## src/rtl/alu_pkg.sv

```systemverilog
//------------------------------------------------------------------------------
// Module   : alu_pkg
// Brief    : Opcodes, flag bit positions and sequencer states shared by the
//            ALU, its sequencer and the decode logic.
// Revision : 1.0 - initial release
//------------------------------------------------------------------------------
`default_nettype none

package alu_pkg;

    typedef enum logic [2:0] {
        ALU_ADD = 3'd0,
        ALU_SUB = 3'd1,
        ALU_SHL = 3'd2,
        ALU_SHR = 3'd3,
        ALU_SAR = 3'd4,
        ALU_AND = 3'd5,
        ALU_OR  = 3'd6,
        ALU_XOR = 3'd7
    } alu_op_e;

    localparam int FLAG_N = 3;
    localparam int FLAG_Z = 2;
    localparam int FLAG_C = 1;
    localparam int FLAG_V = 0;

    typedef enum logic [1:0] {
        ST_IDLE    = 2'd0,
        ST_ISSUE   = 2'd1,
        ST_CAPTURE = 2'd2,
        ST_RESP    = 2'd3
    } seq_state_e;

endpackage

`default_nettype wire

```

## src/rtl/alu_flag_gen.sv

```systemverilog
//------------------------------------------------------------------------------
// Module   : alu_flag_gen
// Brief    : Combinational N/Z/C/V generation from opcode, operands and result.
// Revision : 1.0 - initial release
//------------------------------------------------------------------------------
`default_nettype none

module alu_flag_gen
    import alu_pkg::*;
(
    input  logic [2:0]  op_i,
    input  logic [15:0] operand1_i,
    input  logic [15:0] operand2_i,
    input  logic [15:0] result_i,
    output logic [3:0]  flags_o
);

    always_comb begin
        flags_o         = 4'b0000;
        flags_o[FLAG_N] = result_i[15];
        flags_o[FLAG_Z] = (result_i == 16'h0000);
        case (alu_op_e'(op_i))
            ALU_ADD: begin
                // a + b overflows 16 bits exactly when a exceeds 0xFFFF - b.
                flags_o[FLAG_C] = (operand1_i > ~operand2_i);
                flags_o[FLAG_V] = (operand1_i[15] == operand2_i[15]) &&
                                  (result_i[15] != operand1_i[15]);
            end
            ALU_SUB: begin
                flags_o[FLAG_C] = (operand1_i < operand2_i);
                flags_o[FLAG_V] = (operand1_i[15] != operand2_i[15]) &&
                                  (result_i[15] != operand1_i[15]);
            end
            default: begin
                flags_o[FLAG_C] = 1'b0;
                flags_o[FLAG_V] = 1'b0;
            end
        endcase
    end

endmodule

`default_nettype wire

```

## src/rtl/alu_sequencer.sv

```systemverilog
//------------------------------------------------------------------------------
// Module   : alu_sequencer
// Brief    : Valid/ready request front-end for the registered 16-bit ALU;
//            captures the result one cycle later and returns it with flags.
// Revision : 1.0 - initial release
//------------------------------------------------------------------------------
`default_nettype none

module alu_sequencer
    import alu_pkg::*;
#(
    parameter int TAG_W = 4
)
(
    input  logic             clk_i,
    input  logic             rst_i,
    input  logic             req_valid_i,
    output logic             req_ready_o,
    input  logic [2:0]       req_operation_i,
    input  logic [15:0]      req_operand1_i,
    input  logic [15:0]      req_operand2_i,
    input  logic [TAG_W-1:0] req_tag_i,
    output logic [2:0]       alu_operation_o,
    output logic [15:0]      alu_operand1_o,
    output logic [15:0]      alu_operand2_o,
    input  logic [15:0]      alu_result_i,
    output logic             rsp_valid_o,
    input  logic             rsp_ready_i,
    output logic [15:0]      rsp_result_o,
    output logic [3:0]       rsp_flags_o,
    output logic [TAG_W-1:0] rsp_tag_o
);

    seq_state_e       state_q, state_d;
    logic [2:0]       op_q;
    logic [15:0]      opa_q;
    logic [15:0]      opb_q;
    logic [TAG_W-1:0] tag_q;
    logic [15:0]      res_q;
    logic [3:0]       flags_q;
    logic [TAG_W-1:0] rsp_tag_q;
    logic [3:0]       w_flags;
    logic             w_accept;

    assign w_accept = req_valid_i && req_ready_o;

    always_ff @(posedge clk_i or posedge rst_i) begin
        if (rst_i) begin
            state_q <= ST_IDLE;
        end else begin
            state_q <= state_d;
        end
    end

    always_comb begin
        state_d     = state_q;
        req_ready_o = 1'b0;
        rsp_valid_o = 1'b0;
        case (state_q)
            ST_IDLE: begin
                req_ready_o = 1'b1;
                if (req_valid_i) begin
                    state_d = ST_ISSUE;
                end
            end
            ST_ISSUE: begin
                state_d = ST_CAPTURE;
            end
            ST_CAPTURE: begin
                state_d = ST_RESP;
            end
            ST_RESP: begin
                rsp_valid_o = 1'b1;
                // Completing a response frees the slot for a new request in the same cycle.
                if (rsp_ready_i) begin
                    req_ready_o = 1'b1;
                    state_d     = req_valid_i ? ST_ISSUE : ST_IDLE;
                end
            end
            default: begin
                state_d = ST_IDLE;
            end
        endcase
    end

    always_ff @(posedge clk_i or posedge rst_i) begin
        if (rst_i) begin
            op_q  <= 3'd0;
            opa_q <= 16'h0000;
            opb_q <= 16'h0000;
            tag_q <= '0;
        end else if (w_accept) begin
            op_q  <= req_operation_i;
            opa_q <= req_operand1_i;
            opb_q <= req_operand2_i;
            tag_q <= req_tag_i;
        end
    end

    alu_flag_gen u_flag_gen (
        .op_i       (op_q),
        .operand1_i (opa_q),
        .operand2_i (opb_q),
        .result_i   (alu_result_i),
        .flags_o    (w_flags)
    );

    always_ff @(posedge clk_i or posedge rst_i) begin
        if (rst_i) begin
            res_q     <= 16'h0000;
            flags_q   <= 4'b0000;
            rsp_tag_q <= '0;
        end else if (state_q == ST_CAPTURE) begin
            res_q     <= alu_result_i;
            flags_q   <= w_flags;
            rsp_tag_q <= tag_q;
        end
    end

    assign alu_operation_o = op_q;
    assign alu_operand1_o  = opa_q;
    assign alu_operand2_o  = opb_q;
    assign rsp_result_o    = res_q;
    assign rsp_flags_o     = flags_q;
    assign rsp_tag_o       = rsp_tag_q;

endmodule

`default_nettype wire

```

## config.mk

```make
export PLATFORM = sky130hd
export DESIGN_NAME = alu_sequencer
export DESIGN_NICKNAME = d
export VERILOG_FILES = /design/src/rtl/alu_pkg.sv /design/src/rtl/alu_flag_gen.sv /design/src/rtl/alu_sequencer.sv
export SDC_FILE = /design/constraint.sdc
export NUM_CORES = 1
export LEC_CHECK = 0
export CAP_MARGIN = 5
export CORE_ASPECT_RATIO = 0.7
export CORE_MARGIN = 3
export CORE_UTILIZATION = 30
export DETAILED_ROUTE_END_ITERATION = 8
export GPL_ROUTABILITY_DRIVEN = 0
export GPL_TIMING_DRIVEN = 0
export PLACE_DENSITY = 0.69
export SYNTH_ARGS = -nofsm -noshare
export SYNTH_HDL_FRONTEND = slang
export SYNTH_SLANG_ARGS = --single-unit
```

## constraint.sdc

```tcl
create_clock -name clk_i -period 2.71 [get_ports clk_i]
set_input_delay 0.6775 -clock clk_i [delete_from_list [all_inputs] [get_ports clk_i]]
set_output_delay 0.6775 -clock clk_i [all_outputs]
set_load 0.01 [all_outputs]
```

# Word level (Yosys, flattened, before mapping)

Index checks and enable logic that the tools add are counted.

Bits in registers: 65
Input port bits: 59
Output and inout bits: 61
Word-level logic and storage cells: 35

Order comparisons: 2
Equal/unequal tests: 9
Multiplexer cells: 8
Bitwise logic cells: 1
Reductions and logical operators: 7

Operators with widths:

| kind                                                                   | count |
|---|---|
| 16-bit greater-than comparator                                         | 1 |
| 16-bit logical NOT                                                     | 1 |
| 16-bit less-than comparator                                            | 1 |
| 16-bit NOT                                                             | 1 |
| 2-bit case mux with 4 select lines                                     | 1 |
| 2-bit equality test (second input constant)                            | 2 |
| 2-bit two-way mux                                                      | 2 |
| 2-bit inequality test (second input constant)                          | 2 |
| 2-bit case mux with 2 select lines                                     | 1 |
| 3-bit by 1-bit equality test with 1-bit output (second input constant) | 1 |
| 1-bit logical AND                                                      | 3 |
| 3-bit logical NOT                                                      | 1 |
| 1-bit two-way mux                                                      | 3 |
| 2-bit by 1-bit equality test with 1-bit output (second input constant) | 1 |
| 2-bit logical NOT                                                      | 1 |
| 1-bit inequality test                                                  | 2 |
| 1-bit case mux with 2 select lines                                     | 1 |
| 2-bit AND reduction                                                    | 1 |
| 1-bit equality test                                                    | 1 |

# Longest topological paths before layout

Depth in word-level cells: 3
Depth in mapped cells: 8
Mapped depth without buffers: 7

# Cells and area by module

A second synthesis with hierarchy kept.

Cell total of the unflattened synthesis: 261
Area, all modules: 3469.6 um2

Modules (own cells, without submodules):

| module        | times used | cells each | area each (um2) | seq. area each (um2) |
|---|---|---|---|---|
| alu_sequencer | 1          | 154        | 2591.2          | 1626.6 |
| alu_flag_gen  | 1          | 107        | 878.3           | 0.0 |

# Worst setup path after synthesis

Ideal clock, no wire load.

Kind: register -> register
From: reg opa_q[15], in the netlist alu_operand1_o[15]
To: reg flags_q[1], in the netlist rsp_flags_o[1]
Library setup time: 0.130 ns
Arrival: 1.820 ns
Required time: 2.580 ns
Path slack: 0.760 ns
Stages on the path, launching flop included: 7
Path buffers: 0
Clock period less this slack: 1.950 ns
Cell sequence: dfrtp_1 ha_1 or4_4 nor4_2 nor3_1 nor2_1 o22ai_1

Word-level cells in the longest chain between the ends: 2
Elaborated cells on any way between the ends: 3
Classes of those cells: order compare: 2; mux: 1

RTL lines:

| element                                                                              | line                                   | text |
|---|---|---|
| start, declared                                                                      | alu_sequencer.sv:36                    | `logic [15:0] opa_q;` |
| start signal, assigned                                                               | alu_sequencer.sv:94                    | `opa_q <= req_operand1_i;` |
| 16-bit less-than comparator / 16-bit greater-than comparator (equally long branches) | alu_flag_gen.sv:30, alu_flag_gen.sv:25 |  |
| 2-bit case mux with 2 select lines (*)                                               | alu_flag_gen.sv:22                     | `case (alu_op_e'(op_i))` |
| end signal, assigned                                                                 | alu_sequencer.sv:115                   | `flags_q <= w_flags;` |
| end, declared                                                                        | alu_sequencer.sv:40                    | `logic [3:0] flags_q;` |

Every way passes the cells marked *; elsewhere a longest branch is shown, timed or not.
A chain may end at the register's enable or synchronous reset.

# Worst setup path after layout

From: in rsp_ready_i
To: out req_ready_o

Word-level cells in the longest chain between the ends: 2

RTL lines:

| element                            | line                | text |
|---|---|---|
| start, declared                    | alu_sequencer.sv:28 | `input logic rsp_ready_i,` |
| 1-bit two-way mux                  | alu_sequencer.sv:75 | `if (rsp_ready_i) begin` |
| 1-bit case mux with 2 select lines | alu_sequencer.sv:59 | `case (state_q)` |
| end, declared                      | alu_sequencer.sv:18 | `output logic req_ready_o,` |

Every way passes these cells.

==> results_dict.tcl <==
set metrics [dict create \
    synthCells 283 \
    ys_seq_elements 64 \
    grt_start_max_net_pins 34 \
    start_kind "input port" \
    synthArstFlopShare 1.00 \
    grt_usage 0.147 \
    rsz0062_at_grt "no" \
    start_util 0.311 \
    syn_avg_cell_area_um2 11.5 \
    ys_seq_area_frac 0.492 \
    slowest_stage "clkdlybuf4s50_1" \
    yosys.area.top_type_share 0.492 \
    min_from "tag_q[1]" \
    critPathKind "input port to output port" \
    cap_violations 0 \
    cts.clk_slew.worst_paths_ns 0.05 \
    worst-r2r-cell-count 6 \
    num_vias 2546 \
    io_buffers 119 \
    period_minus_slack_ns 2.55 \
    post-route-period-util 0.941 \
    drc 0 \
    setup_violations 0 \
    dp_hpwl_um 6690 \
    dp_cells 535 \
    hold_path_class "register to register" \
    cp_max_fo 2 \
    drt_iter0_markers 100 \
    post-place-ws_ns 0.118 \
    relSlewSlack 0.529 \
    r2r-start "state_q[0]" \
    synth_cell_type_count 37 \
    p_leak_nw 2.15 \
    coreArea_um2 10500 \
    die_y_um 93.2 \
    min_path_cells 1 \
    drive_above_1_share 0.177 \
    cts_tree "yes" \
    nets 508 \
    antennaDiodeCount 0 \
    crit_buf_inv 2 \
    holdWs_ns 0.502 \
    crit_family "buffers and inverters" \
    overflow 0 \
    slowest_delay_ns 0.54 \
    fmax_mhz 392 \
    syn_area_um2 3260 \
    grt_pass1_vias 2639 \
    ys.flop_type "dfrtp_1" \
    antenna_found_initial 0 \
    syn-num-nets 377 \
    clock_path_buffers 2 \
    reg2reg_slack_ns 0.52 \
    fp-row-count 31 \
    fin_tns_setup_ns 0 \
    first_pass_iters 4 \
    drv_slew 0 \
    dieArea_um2 12200 \
    htree_levels 3 \
    fin_ws_ns 0.159 \
    yosysMostFrequentCell "dfrtp_1" \
    postCtsSetupBuffers 0 \
    clock_latency_ns 0.33 \
    yosysTopAreaCell "dfrtp_1" \
    ioPinCount 120 \
    finClkSkew_ns 0.00418 \
    dieWidth_um 131 \
    grt_first_pass_wirelength_um 13600 \
    cts_resized 0 \
    status "finished, final reports clean" \
    cp.required_ns 2.03 \
    tightest_slew_ns 0.706 \
    hold_viol_final 0 \
    crit_chain "clkdlybuf4s50_1 > a21oi_1 > nor2_1 > clkdlybuf4s50_1" \
    hold_path_end "tag_q[1]" \
    power_density_nw_per_um2 1270 \
    r2r-end "alu_operand1_o[5]" \
    ant_nets 0 \
    cts_buffers 9 \
    critPathArrivalTime_ns 1.87 \
    synth.area.top_cells "dfrtp_1, mux2_2, ha_1" \
    endpoint_kind "output port" \
    yosys-top-cells-count "dfrtp_1, mux2_2, ha_1" \
    synth_edf_count 0 \
    ys_warn_count 0 \
    peakVddDrop_mv 0.507 \
    area_growth_syn_to_layout_pct 52.8 \
    cts_hold_buf 0 \
    vias_per_cell 4.62 \
    final_cell_count_no_fill 551 \
    wirelength_um 8680 \
    avgRoutedWirePerCell_um 15.8 \
    clock_sinks 64 \
    root_buffer "clkbuf_16" \
    cp_common_cell "clkdlybuf4s50_1" \
]
==> through the flow <==
| step | total power [W] | utilization | instance area (um^2) |
|---|---|---|---|
| 6_report | 0.00634 | 0.475 | 4980 |
| 3_5_place_dp | 0.00504 | 0.442 | 4630 |
| 5_1_grt | 0.00683 | 0.475 | 4980 |
| 4_1_cts | 0.00642 | 0.475 | 4980 |
| 2_1_floorplan | 0.00352 | - | 3260 |
| 3_3_place_gp | 0.00493 | 0.440 | 4610 |
==> how the worst max path moves through the flow <==
stage / endpoint / cells past startpoint / slack [ns] / startpoint
global placement: alu_operand1_o[14] / 2 / -0.76 / rst_i
global route: req_ready_o / 4 / 0.08 / state_q[0]
finish: req_ready_o / 4 / 0.16 / rsp_ready_i
floorplan: alu_operand1_o[0] / 1 / 0.43 / rst_i
detailed placement: alu_operand1_o[5] / 6 / 0.12 / req_valid_i
CTS: req_ready_o / 4 / 0.15 / rsp_ready_i
==> flip-flops by register name, indices dropped and copies added, names as in the netlist <==
register,flops
rsp_flags_o,3
state_q,2
alu_operand1_o,16
alu_operand2_o,16
tag_q,4
rsp_result_o,16
alu_operation_o,3
rsp_tag_o,4
==> power by group <==
group	internal (W)	total, W	switching, W
combinational	0.00176	0.00317	0.00141
sequential	0.00144	0.00184	0.000394
clock	0.000899	0.00133	0.000432
total	0.00410	0.00634	0.00224
==> cell usage in the layout, fill, tap and decap left out, types with 2 or more instances in the layout <==
cell type        instances
inv_1                   27
clkdlybuf4s50_1        119
nor4_1                   4
nand2_1                 20
a21oi_1                 12
nor2b_1                  3
o31ai_1                  2
nor2_1                  10
clkbuf_1                 2
clkinvlp_4               2
and2b_2                  2
xnor2_1                  2
ha_1                    35
buf_2                    6
clkbuf_16                9
nor3_1                   4
or4_1                    2
bufinv_16                3
dfrtp_1                 64
o21ai_0                 24
mux2_2                  43
==> routing by layer <==
layer,global-route usage,part of all wire,up-vias
met5,0,0,-
met4,0.0402,0.010,0
met3,0.0519,0.066,12
met2,0.227,0.45,76
met1,0.194,0.48,1214
li1,-,-,1244
==> cells by family (layout without fill, tap and decap cells) <==
logic type	after synthesis	after routing	share of synthesized area
multiplexers	44	44	0.152
adder cells (fa/ha/maj)	35	35	0.135
flip-flops	64	64	0.492
buffers and inverters	38	174	0.0473
AO/OA/AOI/OAI	47	47	0.0826
XOR/XNOR	2	2	0.00538
AND/OR/NAND/NOR	53	53	0.0865
==> final cells by class <==
cell class	count	area [um^2]
Buffer	10	48.8
Clock buffer	9	225
Clock inverter	7	119
Fill cell	965	5500
Inverter	28	105
Multi-Input combinational cell	181	1500
Sequential cell	64	1600
Tap cell	132	165
Timing Repair Buffer	120	1210
Power figures use the tool's default switching activity.
